==> src/rtl/pipe_pkg.sv <==
// Shared types and constants for the valid/ready skid pipeline stage.
package pipe_pkg;

    typedef enum logic [1:0] {EMPTY, BUSY, FULL} skid_state_t;

    localparam int STALL_CNT_W = 16;

endpackage

==> src/rtl/skid_lane_regs.sv <==
// One entry of lane storage: NUM_REG lanes of DATA_WIDTH bits with a shared
// load enable and asynchronous clear to zero.
module skid_lane_regs #(
    parameter int DATA_WIDTH = 8,
    parameter int NUM_REG    = 6
) (
    input  logic                  clk,
    input  logic                  rst_n,
    input  logic                  load,
    input  logic [DATA_WIDTH-1:0] d [NUM_REG],
    output logic [DATA_WIDTH-1:0] q [NUM_REG]
);

    always_ff @(posedge clk or negedge rst_n) begin
        if (!rst_n) begin
            for (int k = 0; k < NUM_REG; k++) q[k] <= '0;
        end else if (load) begin
            for (int k = 0; k < NUM_REG; k++) q[k] <= d[k];
        end
    end

endmodule

==> src/rtl/pipe_skid_stage.sv <==
// Two-entry valid/ready skid stage feeding the multi-register bank.
// Define PIPE_SKID_STATS_EN to add the saturating o_stall_cnt output.
//
//  state | meaning
//  EMPTY | no entry held
//  BUSY  | head entry in main
//  FULL  | head in main, next entry in skid
module pipe_skid_stage
    import pipe_pkg::*;
#(
    parameter int DATA_WIDTH = 8,
    parameter int NUM_REG    = 6
) (
    input  logic                   clk,
    input  logic                   rst_n,
    input  logic                   i_flush,
    input  logic                   i_valid,
    output logic                   o_ready,
    input  logic [DATA_WIDTH-1:0]  i_data [NUM_REG],
    output logic                   o_valid,
    input  logic                   i_ready,
`ifdef PIPE_SKID_STATS_EN
    output logic [STALL_CNT_W-1:0] o_stall_cnt,
`endif
    output logic [DATA_WIDTH-1:0]  o_data [NUM_REG]
);

    skid_state_t           state_q, state_d;
    logic                  push, pop;
    logic                  main_load, skid_load, main_from_skid;
    logic [DATA_WIDTH-1:0] main_d [NUM_REG];
    logic [DATA_WIDTH-1:0] skid_q [NUM_REG];

    // Handshake outputs decode from the state register only.
    assign o_valid = (state_q != EMPTY);
    assign o_ready = (state_q != FULL);
    assign push    = i_valid & o_ready;
    assign pop     = o_valid & i_ready;

    always_ff @(posedge clk or negedge rst_n) begin
        if (!rst_n) state_q <= EMPTY;
        else        state_q <= state_d;
    end

    always_comb begin
        state_d        = state_q;
        main_load      = 1'b0;
        skid_load      = 1'b0;
        main_from_skid = 1'b0;
        if (i_flush) begin
            state_d = EMPTY;
        end else begin
            unique case (state_q)
                EMPTY: begin
                    if (push) begin
                        state_d   = BUSY;
                        main_load = 1'b1;
                    end
                end
                BUSY: begin
                    if (push && pop) begin
                        main_load = 1'b1;
                    end else if (push) begin
                        state_d   = FULL;
                        skid_load = 1'b1;
                    end else if (pop) begin
                        state_d = EMPTY;
                    end
                end
                FULL: begin
                    if (pop) begin
                        state_d        = BUSY;
                        main_load      = 1'b1;
                        main_from_skid = 1'b1;
                    end
                end
                default: state_d = EMPTY;
            endcase
        end
    end

    always_comb begin
        for (int k = 0; k < NUM_REG; k++)
            main_d[k] = main_from_skid ? skid_q[k] : i_data[k];
    end

    skid_lane_regs #(.DATA_WIDTH(DATA_WIDTH), .NUM_REG(NUM_REG)) u_main (
        .clk   (clk),
        .rst_n (rst_n),
        .load  (main_load),
        .d     (main_d),
        .q     (o_data)
    );

    skid_lane_regs #(.DATA_WIDTH(DATA_WIDTH), .NUM_REG(NUM_REG)) u_skid (
        .clk   (clk),
        .rst_n (rst_n),
        .load  (skid_load),
        .d     (i_data),
        .q     (skid_q)
    );

`ifdef PIPE_SKID_STATS_EN
    // Saturating stall counter; flush deliberately leaves it untouched.
    always_ff @(posedge clk or negedge rst_n) begin
        if (!rst_n)
            o_stall_cnt <= '0;
        else if (o_valid && !i_ready && (o_stall_cnt != {STALL_CNT_W{1'b1}}))
            o_stall_cnt <= o_stall_cnt + 1'b1;
    end
`endif

endmodule

==> config.mk <==
export PLATFORM = sky130hd
export DESIGN_NAME = pipe_skid_stage
export DESIGN_NICKNAME = d
export VERILOG_FILES = /design/src/rtl/pipe_pkg.sv /design/src/rtl/skid_lane_regs.sv /design/src/rtl/pipe_skid_stage.sv
export SDC_FILE = /design/constraint.sdc
export NUM_CORES = 1
export LEC_CHECK = 0
export ABC_AREA = 1
export ABC_CLOCK_PERIOD_IN_PS = 3250
export CAP_MARGIN = 20
export CORE_MARGIN = 5
export CORE_UTILIZATION = 40
export CTS_CLUSTER_DIAMETER = 200
export DETAILED_ROUTE_END_ITERATION = 8
export DONT_BUFFER_PORTS = 1
export PLACE_DENSITY_LB_ADDON = 0.25
export SLEW_MARGIN = 20
export SYNTH_ARGS = -nofsm -noshare
export SYNTH_HDL_FRONTEND = slang
export SYNTH_SLANG_ARGS = --single-unit
==> constraint.sdc <==
create_clock -name clk -period 3.25 [get_ports clk]
set_clock_uncertainty 0.15 [all_clocks]
set_input_delay 0.4875 -clock clk [delete_from_list [all_inputs] [get_ports clk]]
set_output_delay 0.4875 -clock clk [all_outputs]
set_load 0.03 [all_outputs]
* Word-level counts from Yosys, hierarchy flattened *
Cells that the tools add are included.

operators by class
  equality and inequality tests = 7
  reductions and logical operators = 4
  bitwise gates (word level) = 2
  multiplexer cells = 23

operators with widths
  cell                                           number
  2-to-1 mux 8 bit                               6
  2-to-1 mux 2 bit                               6
  2-to-1 mux 1 bit                               9
  inequality test 3 bit, second input constant   3
  case mux 2 bit (3 select lines)                1
  inequality test 4 bit, second input constant   1
  AND reduction 4 bit                            1
  case mux 1 bit (3 select lines)                1
  bitwise AND 1 bit                              2
  == test 2 x 1 -> 1 bit, second input constant  1
  == test 2 bit, second input constant           1
  zero test 2 bit                                1
  inequality test 2 bit, second input constant   1
  nonzero test 2 bit                             1
  logical AND 1 bit                              1

word-level totals
  input port bits = 53
  logic and storage cells = 49
  flip-flop bits (word level) = 98

* Depth between registers and ports, before layout *
  depth after elaboration = 7
  depth in mapped cells = 9

* By module *
Synthesis repeated with hierarchy kept, for this count alone.

unflattened totals
  cell total of the unflattened synthesis = 588
  area total of the unflattened synthesis = 4459.3 sq um

by module, submodules not included
  module           cells each  area an instance (sq um)  seq. area each (sq um)  instances
  skid_lane_regs   203         1805.5                    1201.2                  2
  pipe_skid_stage  182         848.3                     50.0                    1

* Worst setup path before layout *
No wires, ideal clock.

  path kind = flip-flop to flip-flop
  start point = register state_q[0]
  end point = register u_main.q[15] (netlist bit)
  path buffers = 2
  arrival = 1.375 ns
  path slack = 1.608 ns
  stages on the path, launching flop included = 10
  path through = dfrtp_1 > inv_1 > nand2_1 > nand2_1 > nand3_2 > inv_1 > buf_4 > buf_4 > nand2_1 > nand2_1

between the ends
  cells in the longest elaborated chain, start to end = 6

ends and longest elaborated chain
  what                               RTL line               RTL
  start, declared                    pipe_skid_stage.sv:28  skid_state_t state_q, state_d;
  start signal, assigned             pipe_skid_stage.sv:42  else state_q <= state_d;
  inequality test 2 bit *            pipe_skid_stage.sv:36  assign o_ready = (state_q != FULL);
  named net o_ready                  pipe_skid_stage.sv:18  output logic o_ready,
  bitwise AND 1 bit *                pipe_skid_stage.sv:37  assign push = i_valid & o_ready;
  logical AND 1 bit                  pipe_skid_stage.sv:61  if (push && pop) begin
  2-to-1 mux 1 bit                   pipe_skid_stage.sv:61
  case mux 1 bit (3 select lines) *  pipe_skid_stage.sv:53  unique case (state_q)
  2-to-1 mux 1 bit *                 pipe_skid_stage.sv:50  if (i_flush) begin
  end, declared                      skid_lane_regs.sv:11   output logic [DATA_WIDTH-1:0] q [NUM_REG]

The timed path passes the listed nets; every way through them passes the cells marked *.
A chain may end at the register's enable or synchronous reset.

* Worst setup path in the final report *
  start point = register state_q[0]
  end point = register u_main.q[8] (netlist bit)

Same word-level chain as after synthesis.

==> impl_metrics.env <==
export IMPL_drive_above_1_share_pct=5.60
export IMPL_viasPerCell=4.97
export IMPL_cts_tree="built"
export IMPL_synth_area_leader_cell="dfrtp_1"
export IMPL_max_slew_margin_rel_pct=62.7
export IMPL_post_cts_setup_buffer_count=0
export IMPL_crit_fanout=48
export IMPL_fp_coreArea_um2=10900
export IMPL_synth_async_reset_ratio_pct=100
export IMPL_drt_pass1_iter_count=4
export IMPL_syn_inst=580
export IMPL_worst_pin_slew_ps=558
export IMPL_fin_nets=619
export IMPL_grt_total_usage_pct=16.9
export IMPL_fin_cells=711
export IMPL_synth_common_cells="303 x nand2_1, 98 x dfrtp_1, 67 x nand3_1"
export IMPL_ir_drop_mv=0.301
export IMPL_syn_avg_cell_area_um2=7.66
export IMPL_period_share_pct=61.4
export IMPL_route_detailed_drc=0
export IMPL_finalSetupTns_ps=0
export IMPL_drv_cap=0
export IMPL_synth_edf_count=0
export IMPL_p_per_area_nw_per_um2=755
export IMPL_grt_max_degree=99
export IMPL_wl_mm=10.7
export IMPL_status="finished clean"
export IMPL_ant_nets=0
export IMPL_initial_utilization_pct=40.8
export IMPL_syn2layout_area_growth_pct=7.85
export IMPL_multi_input_area_um2=1750
export IMPL_arrival_ps=2150
export IMPL_max_freq_ghz=0.501
export IMPL_antenna_found_initial=0
export IMPL_startpoint_type="flop"
export IMPL_grt_pass1_vias=3476
export IMPL_cts_path_max_buffers=2
export IMPL_final_fill_count=1107
export IMPL_grt_pass1_wl_mm=17.8
export IMPL_ys_seq_elements=98
export IMPL_crit_required_ps=3410
export IMPL_maxSlewViolCount=0
export IMPL_dp_hpwl_mm=6.72
export IMPL_path_clk_slew_ps=90
export IMPL_die_area_um2=13300
export IMPL_ys_types=19
export IMPL_grt_setup_unrepaired="no"
export IMPL_final_hold_violation_count=0
export IMPL_final_seq_area_um2=2450
export IMPL_vias=3531
export IMPL_cts_sinks=98
export IMPL_wl_per_cell_um=15.1
export IMPL_yosys_top_cells_area="dfrtp_1 55%, nand2_1 26%, nand3_1 7.5%, inv_1 1.9%, a21oi_1 1.8%"
export IMPL_period_minus_slack_ps=2000
export IMPL_gp_congestion=0.756
export IMPL_overflow=0
export IMPL_leakage_uw=0.00266
export IMPL_synth_most_common_cell="nand2_1"
export IMPL_yosys_warnings=0
export IMPL_dp_cells=693
export IMPL_setup_violations_final=0
export IMPL_netlist_area_leader_share_pct=55.2
export IMPL_synthFlopType="dfrtp_1"
export IMPL_port_buffer_count=0
export IMPL_synth_fp_nets=633
export IMPL_endpoint_kind="flop"
export IMPL_antenna_cells=0
export IMPL_ys_seq_area_share_pct=55.2
export IMPL_drt_iter0_markers=207
export IMPL_io_pins=103
export IMPL_insertion_delay_ps=370
export IMPL_ctsResizeCount=0
export IMPL_cts_made_buffers=9
export IMPL_die_height_um=115
export IMPL_final_core_util_pct=44.0
export IMPL_worstSetupPathType="flop to flop"
export IMPL_hp_class="input pin to flop"
export IMPL_cts_root_buf="clkbuf_8"
export IMPL_synth_area_um2=4450
export IMPL_die_w_um=115
export IMPL_rows=38
export IMPL_htree_levels=3
-- critical path, cell delays in order, from the launching register on --
cell and delay, ps:
dfrtp_1 510, inv_1 90, nand2_1 300, nand2_1 130
nand3_2 110, buf_4 440, nand2_1 110, nand2_1 90
-- cell usage in the layout, fill, tap and decap left out, types with 2 or more instances in the layout --
cell / netlist / layout
clkinv_2: 0 / 2
o21ai_0: 14 / 14
nand2_2: 1 / 2
a21oi_1: 16 / 16
dfrtp_1: 98 / 98
nor2_1: 16 / 16
buf_4: 5 / 6
nand2_1: 303 / 302
inv_1: 22 / 21
nand3_1: 67 / 67
clkbuf_8: 0 / 11
nor2_4: 1 / 2
o21ai_1: 2 / 2
inv_2: 1 / 2
buf_12: 0 / 2
-- registers in the layout, indices dropped and copies added (netlist names) --
register	count
u_main.q	48
u_skid.q	48
state_q	2
-- through the flow --
stage                     setup WS (ps)  area, um^2  hold WS (ps)  power [uW]
after global routing               1020        4790          78.4        3870
after global placement             1330        4550          44.2        2770
after floorplan                    1610        4450          41.9        2630
final                              1250        4790           104        3620
after detailed placement           1280        4550          44.8        2810
after CTS                          1240        4790          76.1        3670
-- metal layers --
layer / routed length (um) / track usage [%]
met5: 0 / 0
met4: 142 / 6.03
met3: 1080 / 6.74
met2: 4920 / 26.3
met1: 4580 / 21.6
-- final timing paths --
kind                       cells after the start         start            to  slack [ps]
min in group asynchronous                      2         rst_n  u_skid.q[38]         540
min                                            2    i_data[15]  u_skid.q[15]         100
max in group asynchronous                      2         rst_n  u_main.q[21]        1990
max reg2reg                                    7    state_q[0]   u_main.q[8]        1250
max                                            7    state_q[0]   u_main.q[8]        1250
min reg2reg                                    2  u_skid.q[16]  u_skid.q[16]         330
-- area by class of cell --
cell class              instances  share of cell area (%)
flip-flops and latches         98                    51.1
clock buffers                  12                    3.24
multi-input cells             423                    36.5
clock inverters                 4                    1.02
inverters                      24                    1.88
well taps                     140                    3.65
repair buffers                 10                    2.56
-- report_power, final --
part           internal, uW  leakage, uW  total (uW)  switching, uW
Combinational           220      0.00136         606            386
Clock                   399     0.000107         827            428
Sequential             1630      0.00119        2190            558
Total                  2250      0.00266        3620           1370
-- cell families (layout without fill, tap and decap cells) --
| logic type | Yosys count | in the layout | synth area share [%] |
|---|---|---|---|
| AOI/OAI and AO/OA | 33 | 33 | 3.80 |
| buffers and inverters | 59 | 50 | 5.80 |
| DFF | 98 | 98 | 55.2 |
| and+or+nand+nor | 390 | 390 | 35.2 |
-- repair_timing --
action | in CTS | in global routing
hold buffers | 2 | 0
endpoints found under the hold margin | 98 | 0
setup endpoints to repair | 0 | 0
Power figures use the tool's default switching activity.
